--- src/rtl/simple_edge_detect_generate.sv ---
// rtl/simple_edge_detect_generate.sv - CDC edge-detect source: rotating data word framed by a setup/hold toggle strobe
// Optional feature macro: SIMPLE_EDGE_GEN_ERR_INJECT_EN (injectError corrupts the next word with XOR 0xFF).
module simple_edge_detect_generate #(
   parameter int unsigned SETUP_CYCLES = 4,
   parameter int unsigned HOLD_CYCLES  = 4,
   parameter int unsigned NUM_EDGES    = 0
) (
   input  logic        clk,
   input  logic        reset,
   input  logic        start,
   input  logic        stop,
   input  logic        injectError,
   output logic [7:0]  sendData,
   output logic        sendEdge,
   output logic        busy,
   output logic        done,
   output logic [15:0] edgesSent
);

   typedef enum logic [1:0] {
      ST_IDLE,
      ST_SETUP,
      ST_HOLD,
      ST_DONE
   } state_t;

   localparam logic [15:0] SETUP_RELOAD = 16'(SETUP_CYCLES - 1);
   localparam logic [15:0] HOLD_RELOAD  = 16'(HOLD_CYCLES - 1);
   localparam logic [15:0] RUN_LIMIT    = 16'(NUM_EDGES);
   localparam bit          RUN_LIMITED  = (NUM_EDGES != 0);

   state_t      state_q, state_d;
   logic [15:0] cnt_q, cnt_d;
   logic [7:0]  pattern_q, pattern_d;
   logic [7:0]  send_data_q, send_data_d;
   logic        send_edge_q, send_edge_d;
   logic [15:0] edges_sent_q, edges_sent_d;
   logic [15:0] run_edges_q, run_edges_d;
   logic        stop_pend_q, stop_pend_d;
   logic        load_word;

   // Rotation the destination checker expects; anything off-sequence (including 0x00) restarts at 0x81.
   function automatic logic [7:0] next_pattern(input logic [7:0] p);
      logic [7:0] n;
      case (p)
         8'h81:   n = 8'h42;
         8'h42:   n = 8'h24;
         8'h24:   n = 8'h18;
         default: n = 8'h81;
      endcase
      return n;
   endfunction

`ifdef SIMPLE_EDGE_GEN_ERR_INJECT_EN
   logic inject_q, inject_d;
   logic inject_now;

   assign inject_now = inject_q | injectError;

   always_comb begin
      inject_d = inject_now;
      if (load_word) begin
         inject_d = 1'b0;
      end
   end

   always_ff @(posedge clk) begin
      if (!reset) begin
         inject_q <= 1'b0;
      end else begin
         inject_q <= inject_d;
      end
   end
`else
   logic unused_inject;
   assign unused_inject = injectError;
`endif

   always_comb begin
      state_d      = state_q;
      cnt_d        = cnt_q;
      pattern_d    = pattern_q;
      send_data_d  = send_data_q;
      send_edge_d  = send_edge_q;
      edges_sent_d = edges_sent_q;
      run_edges_d  = run_edges_q;
      stop_pend_d  = stop_pend_q;
      load_word    = 1'b0;

      case (state_q)
         ST_IDLE: begin
            if (start) begin
               if (stop) begin
                  stop_pend_d = 1'b0;
               end else begin
                  load_word = 1'b1;
               end
            end
         end
         ST_SETUP: begin
            if (stop) begin
               stop_pend_d = 1'b1;
            end
            if (cnt_q == 16'd0) begin
               send_edge_d  = ~send_edge_q;
               edges_sent_d = edges_sent_q + 16'd1;
               run_edges_d  = run_edges_q + 16'd1;
               cnt_d        = HOLD_RELOAD;
               state_d      = ST_HOLD;
            end else begin
               cnt_d = cnt_q - 16'd1;
            end
         end
         ST_HOLD: begin
            if (stop) begin
               stop_pend_d = 1'b1;
            end
            // A stop arriving on the expiry cycle itself still ends the run here.
            if (cnt_q == 16'd0) begin
               if (stop_pend_q || stop || (RUN_LIMITED && (run_edges_q == RUN_LIMIT))) begin
                  state_d = ST_DONE;
               end else begin
                  load_word = 1'b1;
               end
            end else begin
               cnt_d = cnt_q - 16'd1;
            end
         end
         ST_DONE: begin
            stop_pend_d = 1'b0;
            run_edges_d = 16'd0;
            state_d     = ST_IDLE;
         end
         default: begin
            state_d = ST_IDLE;
         end
      endcase

      if (load_word) begin
         pattern_d = next_pattern(pattern_q);
`ifdef SIMPLE_EDGE_GEN_ERR_INJECT_EN
         send_data_d = pattern_d ^ {8{inject_now}};
`else
         send_data_d = pattern_d;
`endif
         cnt_d   = SETUP_RELOAD;
         state_d = ST_SETUP;
      end
   end

   always_ff @(posedge clk) begin
      if (!reset) begin
         state_q      <= ST_IDLE;
         cnt_q        <= 16'd0;
         pattern_q    <= 8'h00;
         send_data_q  <= 8'h00;
         send_edge_q  <= 1'b0;
         edges_sent_q <= 16'd0;
         run_edges_q  <= 16'd0;
         stop_pend_q  <= 1'b0;
      end else begin
         state_q      <= state_d;
         cnt_q        <= cnt_d;
         pattern_q    <= pattern_d;
         send_data_q  <= send_data_d;
         send_edge_q  <= send_edge_d;
         edges_sent_q <= edges_sent_d;
         run_edges_q  <= run_edges_d;
         stop_pend_q  <= stop_pend_d;
      end
   end

   assign sendData  = send_data_q;
   assign sendEdge  = send_edge_q;
   assign edgesSent = edges_sent_q;
   assign busy      = (state_q != ST_IDLE);
   assign done      = (state_q == ST_DONE);

endmodule

--- config.mk ---
export PLATFORM = sky130hd
export DESIGN_NAME = simple_edge_detect_generate
export DESIGN_NICKNAME = d
export VERILOG_FILES = /design/src/rtl/simple_edge_detect_generate.sv
export SDC_FILE = /design/constraint.sdc
export NUM_CORES = 1
export LEC_CHECK = 0
export BUFFER_PORTS_ARGS = -buffer_cell sky130_fd_sc_hd__buf_2
export CELL_PAD_IN_SITES_DETAIL_PLACEMENT = 2
export CELL_PAD_IN_SITES_GLOBAL_PLACEMENT = 2
export CORE_UTILIZATION = 37
export DETAILED_ROUTE_END_ITERATION = 8
export PLACE_DENSITY_LB_ADDON = 0.1
export SETUP_SLACK_MARGIN = 0.4
export SYNTH_ARGS = -nofsm -noshare
export SYNTH_HDL_FRONTEND = slang
export SYNTH_SLANG_ARGS = --single-unit
--- constraint.sdc ---
create_clock -name clk -period 4.88 [get_ports clk]
set_input_delay 0.244 -clock clk [delete_from_list [all_inputs] [get_ports clk]]
set_output_delay 0.244 -clock clk [all_outputs]
set_load 0.005 [all_outputs]
==> Word-level counts from Yosys, hierarchy flattened <==
Cells that the tools add are included.
{ "word_totals": {"register_bits": 44, "in_bits": 5, "out_inout_bits": 27, "wordCells": 64} }
{ "op_classes": {"n_addsub": 2, "eq_ne": 17, "n_mux": 19, "bitwise": 2, "n_reduce_logical": 16} }
{ "ops": {"columns": ["operator", "n"], "rows": [
  ["$mux W16", 2],
  ["$pmux W16 S2", 1],
  ["$pmux W8 S3", 1],
  ["$add A16 B1 Y16 const B", 1],
  ["$logic_not A16 Y1", 1],
  ["$sub A16 B1 Y16 const B", 1],
  ["$ne A2 B2 Y1 const B", 6],
  ["$ne A3 B3 Y1 const B", 4],
  ["$eq A8 B6 Y1 const B", 1],
  ["$eq A8 B7 Y1 const B", 1],
  ["$eq A8 B8 Y1 const B", 1],
  ["$mux W1", 8],
  ["$mux W2", 4],
  ["$reduce_and A4 Y1", 2],
  ["$pmux W2 S3", 1],
  ["$reduce_and A2 Y1", 3],
  ["$reduce_bool A3 Y1", 2],
  ["$eq A2 B2 Y1 const B", 2],
  ["$reduce_bool A2 Y1", 2],
  ["$reduce_bool A4 Y1", 1],
  ["$reduce_or A2 Y1", 2],
  ["$pmux W1 S3", 1],
  ["$reduce_and A3 Y1", 1],
  ["$eq A2 B1 Y1 const B", 1],
  ["other kinds (5)", 6]
]} }

==> Depth between registers and ports, before layout <==
Gate-level depths: netlist of run 1.
{ "depth": {"ltp_word": 6, "mapped_depth": 8, "ltp_nobuf": 7} }

==> Worst setup path before layout of run 1 <==
OpenSTA, ideal clock, no wires.
{ "synth_timing": {"path_kind": "register to register", "start": "reg cnt_q[0]", "end": "reg edges_sent_q[7] (netlist: edgesSent[7])", "arrival_ns": 1.908, "required_time_ns": 4.810, "path_slack_ns": 2.902, "stages_incl_launch_ff": 8, "n_path_buf": 0, "period_less_slack_ns": 1.978, "path_cell_list": "dfxtp_1 inv_1 ha_1 nor3b_1 nand4_2 or2_1 or4_1 a21boi_1"} }
{ "synth_between": {"elab_chain_cells": 2} }
{ "synth_rtl": {"columns": ["item", "line", "text"], "rows": [
  ["from (decl)", "33", "logic [15:0] cnt_q, cnt_d;"],
  ["from (signal assigned)", "163", "cnt_q <= cnt_d;"],
  ["$logic_not A16 Y1", "104", "if (cnt_q == 16'd0) begin"],
  ["$reduce_and A2 Y1 (no source line)", null, null],
  ["to (signal assigned)", "167", "edges_sent_q <= edges_sent_d;"],
  ["to (decl)", "37", "logic [15:0] edges_sent_q, edges_sent_d;"]
]} }
No other way between the ends.
A chain may end at the register's enable or synchronous reset.

==> Worst setup path in the final report of run 1 <==
{ "layout_timing": {"start": "reg cnt_q[0]", "end": "reg cnt_q[6]"} }
{ "layout_between": {"elab_chain_cells": 4, "elab_cells_between_ends": 10, "classes_between": "add/sub: 1; eq/ne: 1; mux: 5; reduce/logical: 3"} }
{ "layout_rtl": {"columns": ["item"], "rows": [
  ["parallel branches: the longest is 4 deep, another holds $sub A16 B1 Y16"]
]} }
Parallel ways; which one is timed is not known. The select of a mux whose other input is x is not followed.

==> metrics.md, run 1 <==
| Metric | Value |
|---|---|
| Final #Nets | approximately 280 |
| Initial core utilization | 0.390 |
| Tmin final | ~2.7 ns |
| Final Hold Fails | 0 |
| Worst-path cell chain | inv_1, ha_1, nor3b_1, nand4_2, o211ai_1, or4_1, o21ai_0 |
| Worst hold path endpoint | stop_pend_q |
| Initial antenna violation count | 0 |
| CP Data Arrival Time | ~2.9 ns |
| Largest stage delay, worst path | 0.90 ns |
| Multi-input gate area | roughly 1300 um2 |
| Slew Limit Fails | 0 |
| Hold Buf Count CTS | 0 |
| Status | finished clean |
| Vias/cell | around 5.7 |
| Register area share after synthesis | 0.368 |
| CP Capture Type | flip-flop |
| Post-synth top area share | 0.368 |
| Setup tns final | 0 ns |
| Seq cells post-synth | 40 |
| First-pass GRT wire length | between 10000 and 15000 um |
| FF-to-FF End | cnt_q[6] |
| Cell Area, Synth | 2170 um2 |
| Layout area overhead | 12.8% |
| Crit-path slowest cell | o211ai_1 |
| Pin count of the biggest net entering global routing | 31 |
| Leakage | between 0.9 and 1 nW |
| Num rows | 27 |
| Power Dens Cells | roughly 680 nW/um2 |
| Clk pwr share | 0.138 |
| Combinational share of power | 0.542 |
| Mean post-synth cell area | roughly 8.9 um2 |
| DRT iter0 DRCs | 54 |
| Cell variety after synth | slightly below 50 |
| Syn Inst Count | between 200 and 250 |
| Via Count | 1957 |
| Crit Path Category | flip-flop to flip-flop |
| R2r startpoint | cnt_q[0] |
| CTS buffer count | 5 |
| DIE HEIGHT | just under 80 um |
| Die Area | between 6000 and 7000 um2 |
| Mapped Nets | about 260 |
| Final setup violating endpoints | 0 |
| GR Overflow Total | 0 |
| Later-pin clock latency in the skew report | between 0.2 and 0.3 ns |
| Worst VDD drop | ~0.28 mV |
| Post-synth top flop | dfxtp_1 |
| Per-cell routed wire length | around 18 um |
| Antenna Cells | 0 |
| Fmax | 368 MHz |
| Area leader, netlist | dfxtp_1 |
| Max Cap Viol | 0 |
| Final hold slack | approximately 0.26 ns |
| Reg clk slew, reported paths | 0.08 ns |
| FF/Latch Area | between 800 and 900 um2 |
| Gpl congestion | 0.728 |
| Worst hold path class | input pin to flip-flop |
| Final worst-path cycle share | 0.557 |
| Layout filler cell count | 653 |
| Drt drc | 0 |
| GRT Total Usage | 0.220 |
| EDFF count, synth | 0 |
| Pint | ~0.85 mW |
| Hold_sp | stop |
| RSZ-0062 raised after global routing | no |
| HPWL after detailed placement | about 4400 um |
| First-pass iteration count of the detailed router | 4 |
| CTS Sinks | 40 |
| Post-CTS Setup Bufs | 0 |
| Core region area | ~5600 um2 |
| Share of layout cells above drive strength 1 | 0.158 |
| CTS H-tree depth | 2 |
| Psw | around 0.82 mW |
| Crit Path Max Fanout | 17 |
| Yosys warnings | 0 |
| Fraction of power spent switching nets | 0.493 |
| R2R depth | 7 |
| Die Wd | around 79 um |
| Area contributors post-synth | dfxtp_1 37%, ha_1 4.6%, nand2_1 3.3% |
| Post-CTS Resized | 0 |
| Startpoint Class | flip-flop |
| I/O pin cnt | 32 |
| Antenna-violating nets left | 0 |
| CTS tree | built |
| Maximum root-to-sink buffer count | 2 |
| Post-synth ARST share | 0 |
| Root Buffer | clkbuf_8 |
| Slew headroom | 0.395 |
| Min-Delay Path Depth | 3 |
| Worst Max-Slew Pin Slew | 0.904 ns |
| R2R Setup Slk | ~2.2 ns |
| IO Port Bufs | 30 |
| DRT Wirelength | just over 6000 um |
| CP Data Required Time | 5.06 ns |
| Vias in the first global route | around 2.1k |
| Clock Skew | 0.00782 ns |
| Sequential fraction of design power | 0.320 |
==> cell type report <==
type                       instances  area share
multi-input combinational        186       0.526
sequential                        40       0.327
clock buffer                       6      0.0337
clock inverter                     2     0.00408
timing repair buffer              30      0.0612
inverter                           8      0.0122
tap                               72      0.0367
==> worst max-delay path by stage <==
stage / from / to / slack, ns
after floorplan: cnt_q[0] / edgesSent[7] / 2.90
after global placement: cnt_q[0] / cnt_q[6] / 2.13
after detailed placement: cnt_q[0] / cnt_q[6] / 2.12
after CTS: cnt_q[0] / cnt_q[6] / 2.10
after global routing: cnt_q[0] / cnt_q[6] / 1.89
final: cnt_q[0] / cnt_q[6] / 2.16
==> cells in the mapped netlist (all sizes together), types with 5 or more instances <==
| library cell | number |
|---|---|
| mux2i | 5 |
| and2 | 10 |
| nor3 | 5 |
| xnor2 | 7 |
| nand4 | 6 |
| or4 | 8 |
| nand2 | 19 |
| dfxtp | 40 |
| nand3 | 10 |
| or3 | 5 |
| buf | 6 |
| o21ai | 7 |
| ha | 8 |
| xor2 | 8 |
| nor2 | 12 |
| nor4 | 12 |
| a21oi | 13 |
| a21boi | 6 |
| inv | 8 |
| nor4b | 5 |
==> state kept, by name, indices dropped and copies added, names as in the netlist <==
signal	count
cnt_q	16
edgesSent	16
stop_pend_q	1
state_q	2
sendData	4
sendEdge	1
==> logic make-up after synthesis <==
kind of cell / share of synthesized area
adders and majority gates: 0.0460
buffers and inverters: 0.0391
DFF: 0.368
muxes: 0.0230
xor gates and xnor gates: 0.0604
AOI/OAI and AO/OA: 0.162
and+or+nand+nor: 0.301
==> layout by cell type, fill, tap and decap left out, types with 2 or more instances in the layout <==
master	count
dfxtp_1	40
buf_2	30
nand2_1	19
a21oi_1	13
nor2_1	12
nand3_1	10
and2_1	10
nor4_1	9
inv_1	8
xor2_1	8
or4_1	8
ha_1	8
xnor2_1	7
clkbuf_8	6
nor4b_1	5
nor3_1	5
a21boi_0	5
or3_1	5
nand4_1	5
o21ai_0	5
mux2i_1	5
o211ai_1	4
o21a_1	4
o31ai_1	4
nand2b_1	3
nor4_4	2
and4_1	2
nor3b_1	2
o21ai_1	2
a31oi_1	2
o311a_1	2
o41ai_1	2
nor2b_1	2
and3b_1	2
clkinv_2	2
==> power groups by stage <==
stage                     clock network, mW  registers (mW)  logic (mW)
after floorplan                           0           0.510       0.688
after global placement                    0           0.533       0.868
after detailed placement                  0           0.541       0.899
after CTS                             0.237           0.536       0.917
after global routing                  0.247           0.552        1.01
final                                 0.230           0.535       0.905
==> per-layer routing <==
| metal | track usage | part of all wire |
|---|---|---|
| met1 | 0.285 | 0.47 |
| met4 | 0.0500 | 0.0094 |
| met3 | 0.0384 | 0.024 |
| met5 | 0 | 0 |
| met2 | 0.377 | 0.49 |
==> worst max-delay path: cells and delay by family, from the launching register on <==
| family | cells | cell delay, ns |
|---|---|---|
| AND/OR/NAND/NOR | 3 | 0.99 |
| AO/OA/AOI/OAI | 2 | 0.97 |
| flip-flops | 1 | 0.38 |
| adder cells (fa/ha/maj) | 1 | 0.17 |
| buffers and inverters | 1 | 0.10 |
==> through the flow <==
stage	instances	instance area, um2	total power, mW	util	setup slack [ns]
5_1_grt	344	2450	1.81	0.440	1.89
3_3_place_gp	336	2360	1.40	0.423	2.13
6_report	344	2450	1.67	0.440	2.16
4_1_cts	344	2450	1.69	0.440	2.10
3_5_place_dp	336	2360	1.44	0.423	2.12
2_1_floorplan	244	2170	1.20	-	2.90
No activity file was read; power rests on OpenSTA's default activity.
==> run 2, diff against run 1 <==
Settings changed: ABC_AREA set to 1, CORE_UTILIZATION 37 to 29.
Clock period 4.88 ns to 2.27 ns, I/O delays scaled along.
==> run 2 against run 1 <==
Against the previous run:
- area after synthesis rose by 9.3%
- cell area rose by 14%
- sequential share of layout area fell by 3.8 points
- critical path type unchanged
==> metrics.md, run 2 <==
| Metric | Value |
|---|---|
| Most common cell after layout, fill and taps aside | nand2_1 |
| Post-synth ARST share | 0 (unchanged) |
| First-pass GRT wire length | 11700 um (+11%) |
| I/O pin cnt | 32 (unchanged) |
| Max Cap Viol | 0 (unchanged) |
| Design area | 2780 um2 (+14%) |
| Mapped Nets | 349 (+36%) |
| Antenna Cells | 0 (unchanged) |
| Per-cell routed wire length | 14.7 um (-19%) |
| Final setup violating endpoints | 0 (unchanged) |
| Setup tns final | 0 ns (unchanged) |
| Crit Path Max Fanout | 13 (-4) |
| Worst slack, placed | 0.356 ns (-1.76 ns) |
| Count leader, synth | nand2_1 |
| Pin count of the biggest net entering global routing | 18 (-42%) |
| XOR/XNOR Fraction of Synth Area | 0.0442 (-0.0162) |
| CP Data Required Time | 2.51 ns (-2.55 ns) |
| Worst hold path class | input pin to flip-flop |
| Post-synthesis mux area share | 0 (-0.0230) |
| HPWL after detailed placement | 5330 um (+21%) |
| Die Wd | 92.5 um (+18%) |
| Initial antenna violation count | 0 (unchanged) |
| IO Port Bufs | 30 (unchanged) |
| Met2 WL | 3240 um (+6.1%) |
| DRT Wirelength | 6980 um (+13%) |
| Clock Skew | 0.0126 ns (+0.00480 ns) |
| Cell variety after synth | 39 (-20%) |
| Reg clk slew, reported paths | 0.09 ns (about the same) |
| Gpl congestion | 0.749 (+2.9%) |
| Fmax | 580 MHz (+58%) |
| CTS buffer count | 5 (unchanged) |
| Buf+Inv Stages, Crit Path | 2 (+1) |
| Seq cells post-synth | 40 (unchanged) |
| DRT met1 WL | 3510 um (+20%) |
| Worst Max-Slew Pin Slew | 0.374 ns (-0.530 ns) |
| Crit Path Category | flip-flop to flip-flop |
| Slew Limit Fails | 0 (unchanged) |
| Area after DPL | 2610 um2 (+11%) |
| CTS H-tree depth | 2 (unchanged) |
| Post-synth top flop | dfxtp_1 |
| Worst-path cell chain | inv_1, ha_2, inv_2, nand2_2, nand2_4, nand2_4, nand2_1, o21bai_1, nand2_1, nor2_1 |
| Max layer used | met4 |
| Layout filler cell count | 988 (+51%) |
| EDFF count, synth | 0 (unchanged) |
| Met3 wire len | 155 um (+2.6%) |
| Worst VDD drop | 0.462 mV (+66%) |
| Tot Pwr | 4.08 mW (+140%) |
| Area contributors post-synth | dfxtp_1 34%, nand2_1 10%, nor2_1 7.7% |
| Crit-path slowest cell | dfxtp_2 |
| Cell family with most CP delay | simple AND/OR/NAND/NOR gates |
| Syn Inst Count | 336 (+38%) |
| Final WS setup | 0.547 ns (-1.61 ns) |
| Status | finished clean |
| Startpoint Class | flip-flop |
| Num rows | 32 (+19%) |
| Final Hold Fails | 0 (unchanged) |
| Largest family of logic cells by synthesized area | simple AND/OR/NAND/NOR gates |
| Cell Area, Synth | 2380 um2 (+9.3%) |
| CTS Sinks | 40 (unchanged) |
| Post-synthesis simple-gate area fraction | 0.378 (+0.0769) |
| Vias/cell | 4.89 (-14%) |
| Hold Buf Count CTS | 0 (unchanged) |
| Later-pin clock latency in the skew report | 0.30 ns (about the same) |
| Die Area | 8560 um2 (+38%) |
| Most frequent cells in the layout | 64 x nand2_1, 47 x nor2_1, 39 x dfxtp_1 |
| Antenna-violating nets left | 0 (unchanged) |
| Final worst-path cycle share | 0.759 (+0.202) |
| Vias in the first global route | 2363 (+14%) |
| Leakage | 1.21 nW (+23%) |
| DRT iter0 DRCs | 55 (+1.9%) |
| Register area share after synthesis | 0.337 (-0.0314) |
| Compound-gate portion of the synthesized area | 0.114 (-0.0480) |
| Layout area overhead | 17.1% |
| Final #Nets | 387 (+36%) |
| Slew headroom | 0.750 (+0.355) |
| Yosys warnings | 0 (unchanged) |
| GR Overflow Total | 0 (unchanged) |
| Mean post-synth cell area | 7.08 um2 (-21%) |
| CP Data Arrival Time | 1.96 ns (-0.94 ns) |
| CTS tree | built |
| CP Capture Type | flip-flop |
| Largest stage delay, worst path | 0.37 ns (-0.53 ns) |
| Area leader, netlist | dfxtp_1 |
| Post-synth top cells | 66 x nand2_1, 49 x nor2_1, 40 x dfxtp_1 |
| Initial core utilization | 0.303 (-0.0872) |
| Tmin final | 1.72 ns (-0.997 ns) |
| Post-synth top area share | 0.337 (-0.0314) |
| Maximum root-to-sink buffer count | 2 (unchanged) |
| Power Dens Cells | 1470 nW/um2 (+120%) |
| Share of layout cells above drive strength 1 | 0.217 (+0.0585) |
| First-pass iteration count of the detailed router | 4 (unchanged) |
| Drt drc | 0 (unchanged) |
| Adder-Cell Fraction of Synth Area | 0.0421 (-0.00392) |
| DIE HEIGHT | 92.5 um (+18%) |
| RSZ-0062 raised after global routing | yes |
| Core region area | 7850 um2 (+41%) |
| GRT Total Usage | 0.175 (-0.0449) |
| Via Count | 2329 (+19%) |
| Root Buffer | clkbuf_8 |
[run 2: timing repair]
action / in CTS / in global routing
pin swaps: 0 / 3
buffers inserted: 0 / 7
setup endpoints to repair: 9 / 26
resized for setup: 3 / 10
[run 2: power breakdown]
group	switching [mW]	internal (mW)	total (mW)
logic	1.65	0.879	2.53
clock network	0.267	0.210	0.477
registers	0.205	0.873	1.08
[run 2: layout make-up]
type                    instances  area (um2)  share of cell area
multi-input cells             249        1420               0.508
flip-flops and latches         40         802               0.288
repair buffers                 38         210              0.0755
inverters                      40         151              0.0544
well taps                     102         128              0.0458
clock buffers                   6        72.6              0.0261
clock inverters                 1        5.00             0.00180
[run 2: logic make-up (layout without fill, tap and decap cells)]
family,after synthesis,count (layout)
AO/OA/AOI/OAI,47,47
buffers and inverters,47,85
flip-flops,40,40
XOR/XNOR,12,12
AND/OR/NAND/NOR,182,182
adder cells (fa/ha/maj),8,8
[run 2: through the flow]
step,hold slack [ns],cells,util
after floorplan,0.274,336,-
after global placement,0.436,462,0.333
after detailed placement,0.458,462,0.333
after CTS,0.124,469,0.343
after global routing,0.143,476,0.355
final,0.121,476,0.355
[run 2: worst min-delay path: stages]
cell and delay [ns]:
buf_2 0.12, nand3_1 0.08, a21oi_1 0.06
[run 2: worst paths after layout]
| path | startpoint | end | slack, ns | depth (start not counted) |
|---|---|---|---|---|
| worst max-delay path | state_q[0] | cnt_q[6] | 0.55 | 10 |
| worst min-delay path | stop | stop_pend_q | 0.12 | 3 |
| worst max register to register | state_q[0] | cnt_q[6] | 0.55 | 10 |
| worst min register to register | stop_pend_q | stop_pend_q | 0.48 | 2 |
[run 2: per-layer routing]
metal  vias up  track usage
li1       1168            -
met1      1129        0.240
met2        26        0.276
met3         6       0.0320
met4         0       0.0534
met5         -            0
==> run 3, diff against run 2 <==
Settings changed: CORE_UTILIZATION 29 to 32.
Clock period 2.27 ns to 1.7 ns, I/O delays scaled along.
==> run 3 against run 2 <==
Against the previous run:
- sequential share of layout area down 5.4 points
- largest cell class unchanged
- critical path depth down 3
- clock power up 66%
==> metrics.md, run 3 (synthesis gave the netlist of run 2 again) <==
| Metric | Value |
|---|---|
| Status | finished clean |
| Leakage | 1.59 nW (+31%) |
| First-pass iteration count of the detailed router | 4 (unchanged) |
| Hold Buf Count CTS | 0 (unchanged) |
| Vias/cell | 5.34 (+9.1%) |
| CTS Sinks | 40 (unchanged) |
| Crit Path Max Fanout | 7 (-6) |
| Num rows | 31 (-3.1%) |
| DRT Wirelength | 11800 um (+69%) |
| Slew Limit Fails | 0 (unchanged) |
| Later-pin clock latency in the skew report | 0.32 ns (+0.02 ns) |
| Final worst-path cycle share | 0.988 (+0.229) |
| Worst Max-Slew Pin Slew | 0.332 ns (-0.0415 ns) |
| Die Wd | 88.2 um (-4.7%) |
| CP Data Arrival Time | 1.93 ns (-0.03 ns) |
| Largest stage delay, worst path | 0.52 ns (+0.15 ns) |
| Share of layout cells above drive strength 1 | 0.483 (+0.266) |
| Clock Skew | 0.00826 ns (-0.00437 ns) |
| CTS buffer count | 5 (unchanged) |
| Worst-path cell chain | nand2_1, inv_1, nand2_1, nor3_1, xor2_1, nand2_2, a21oi_2 |
| Buf+Inv Stages, Crit Path | 1 (-1) |
| Tmin final | 1.68 ns (-0.0443 ns) |
| CTS H-tree depth | 2 (unchanged) |
| DIE HEIGHT | 88.2 um (-4.7%) |
| Core region area | 7210 um2 (-8.1%) |
| CTS tree | built |
| Design area | 3580 um2 (+28%) |
| Final #Nets | 424 (+9.6%) |
| GR Overflow Total | 0 (unchanged) |
| Slew headroom | 0.777 (+0.0270) |
| Layout area overhead | 50.4% |
| R2R depth | 7 (-3) |
| Final Hold Fails | 0 (unchanged) |
| CP Data Required Time | 1.95 ns (-0.56 ns) |
| Area after DPL | 2800 um2 (+7.0%) |
| Drt drc | 0 (unchanged) |
| GRT Total Usage | 0.231 (+0.0566) |
| Die Area | 7780 um2 (-9.2%) |
| Initial core utilization | 0.330 (+0.0266) |
| Worst slack, placed | 0.0892 ns (-0.266 ns) |
| Root Buffer | clkbuf_8 |
| Antenna-violating nets left | 0 (unchanged) |
| Startpoint Class | flip-flop |
| Critical Path Stages | 7 (-3) |
| HPWL after detailed placement | 5400 um (+1.3%) |
| Fmax | 596 MHz (+2.6%) |
| Crit Path Category | flip-flop to flip-flop |
| Gpl congestion | 0.767 (+2.4%) |
| RSZ-0062 raised after global routing | yes |
| Worst VDD drop | 0.679 mV (+47%) |
| Vias in the first global route | 2631 (+11%) |
| Cell family with most CP delay | simple AND/OR/NAND/NOR gates |
| Worst hold path class | input pin to flip-flop |
| Post-layout util | 0.496 (+0.141) |
| I/O pin cnt | 32 (unchanged) |
| Min-Delay Path Depth | 3 (unchanged) |
| Final setup violating endpoints | 0 (unchanged) |
| Most frequent cells in the layout | 49 x nand2_1, 36 x nor2_1, 36 x buf_4 |
| Maximum root-to-sink buffer count | 2 (unchanged) |
| DRT iter0 DRCs | 74 (+35%) |
| Pin count of the biggest net entering global routing | 18 (unchanged) |
| Power Dens Cells | 2410 nW/um2 (+64%) |
| Final WS setup | 0.0210 ns (-0.526 ns) |
| Initial antenna violation count | 0 (unchanged) |
| Antenna Cells | 0 (unchanged) |
| Most frequent CP cell | nand2_1 |
| Max Cap Viol | 0 (unchanged) |
| Most common cell after layout, fill and taps aside | nand2_1 |
| Via Count | 2729 (+17%) |
| Reg clk slew, reported paths | 0.09 ns (about the same) |
| Per-cell routed wire length | 23.0 um (+57%) |
| IO Port Bufs | 30 (unchanged) |
| Layout filler cell count | 813 (-18%) |
| Crit-path slowest cell | dfxtp_1 |
| First-pass GRT wire length | 13600 um (+16%) |
| CP Capture Type | flip-flop |
| Final hold slack | 0.0973 ns (-0.0242 ns) |
==> run 3: changes by cell type in the layout (fill, tap and decap cells not counted), sizes merged <==
cell      delta
buf         +36
clkinv       +1
clkinvlp     +1
inv          -1
nand2        +1
==> run 3: where the power goes <==
group          switching [mW]  internal, mW
Clock                   0.416         0.377
Sequential              0.361          1.22
Combinational            3.81          2.44
Total                    4.59          4.03
==> run 3: final cells by class <==
class / instances / area, um2 / share of cell area
tap: 99 / 124 / 0.0346
multi-input combinational: 250 / 1820 / 0.510
clock inverter: 2 / 12.5 / 0.00350
clock buffer: 6 / 93.8 / 0.0262
inverter: 40 / 175 / 0.0490
timing repair buffer: 74 / 510 / 0.143
sequential: 40 / 837 / 0.234
==> run 3: repair_timing <==
item	4_1_cts	5_1_grt
gates resized for setup	58	56
endpoints found under the hold margin	0	0
pin swaps	25	33
cloned	1	0
setup endpoints to repair	40	39
setup buffers	16	19
==> run 3: worst paths after layout <==
path / startpoint / end / slack, ns
max: edgesSent[9] / edgesSent[12] / 0.02
min: stop / stop_pend_q / 0.1
max reg2reg: edgesSent[9] / edgesSent[12] / 0.02
min reg2reg: stop_pend_q / stop_pend_q / 0.50
==> run 3: per-stage QoR <==
step	power, mW	std cells	setup TNS [ns]
2_1_floorplan	4.18	336	0
3_3_place_gp	4.97	467	0
3_5_place_dp	5.09	467	0
4_1_cts	6.83	492	0
5_1_grt	8.96	511	-0.232
6_report	8.61	511	0
==> run 3: worst register-to-register path: stages, from the launching register on <==
cell     delay, ns
dfxtp_1       0.52
nand2_1       0.15
inv_1         0.10
nand2_1       0.07
nor3_1        0.29
xor2_1        0.27
nand2_2       0.08
a21oi_2       0.14
==> run 3: layer usage <==
| metal | vias up | part of all wire | track usage |
|---|---|---|---|
| met1 | 1385 | 0.40 | 0.271 |
| met3 | 27 | 0.025 | 0.0311 |
| met5 | - | 0 | 0 |
| met2 | 69 | 0.55 | 0.434 |
| li1 | 1248 | - | - |
| met4 | 0 | 0.033 | 0.0689 |
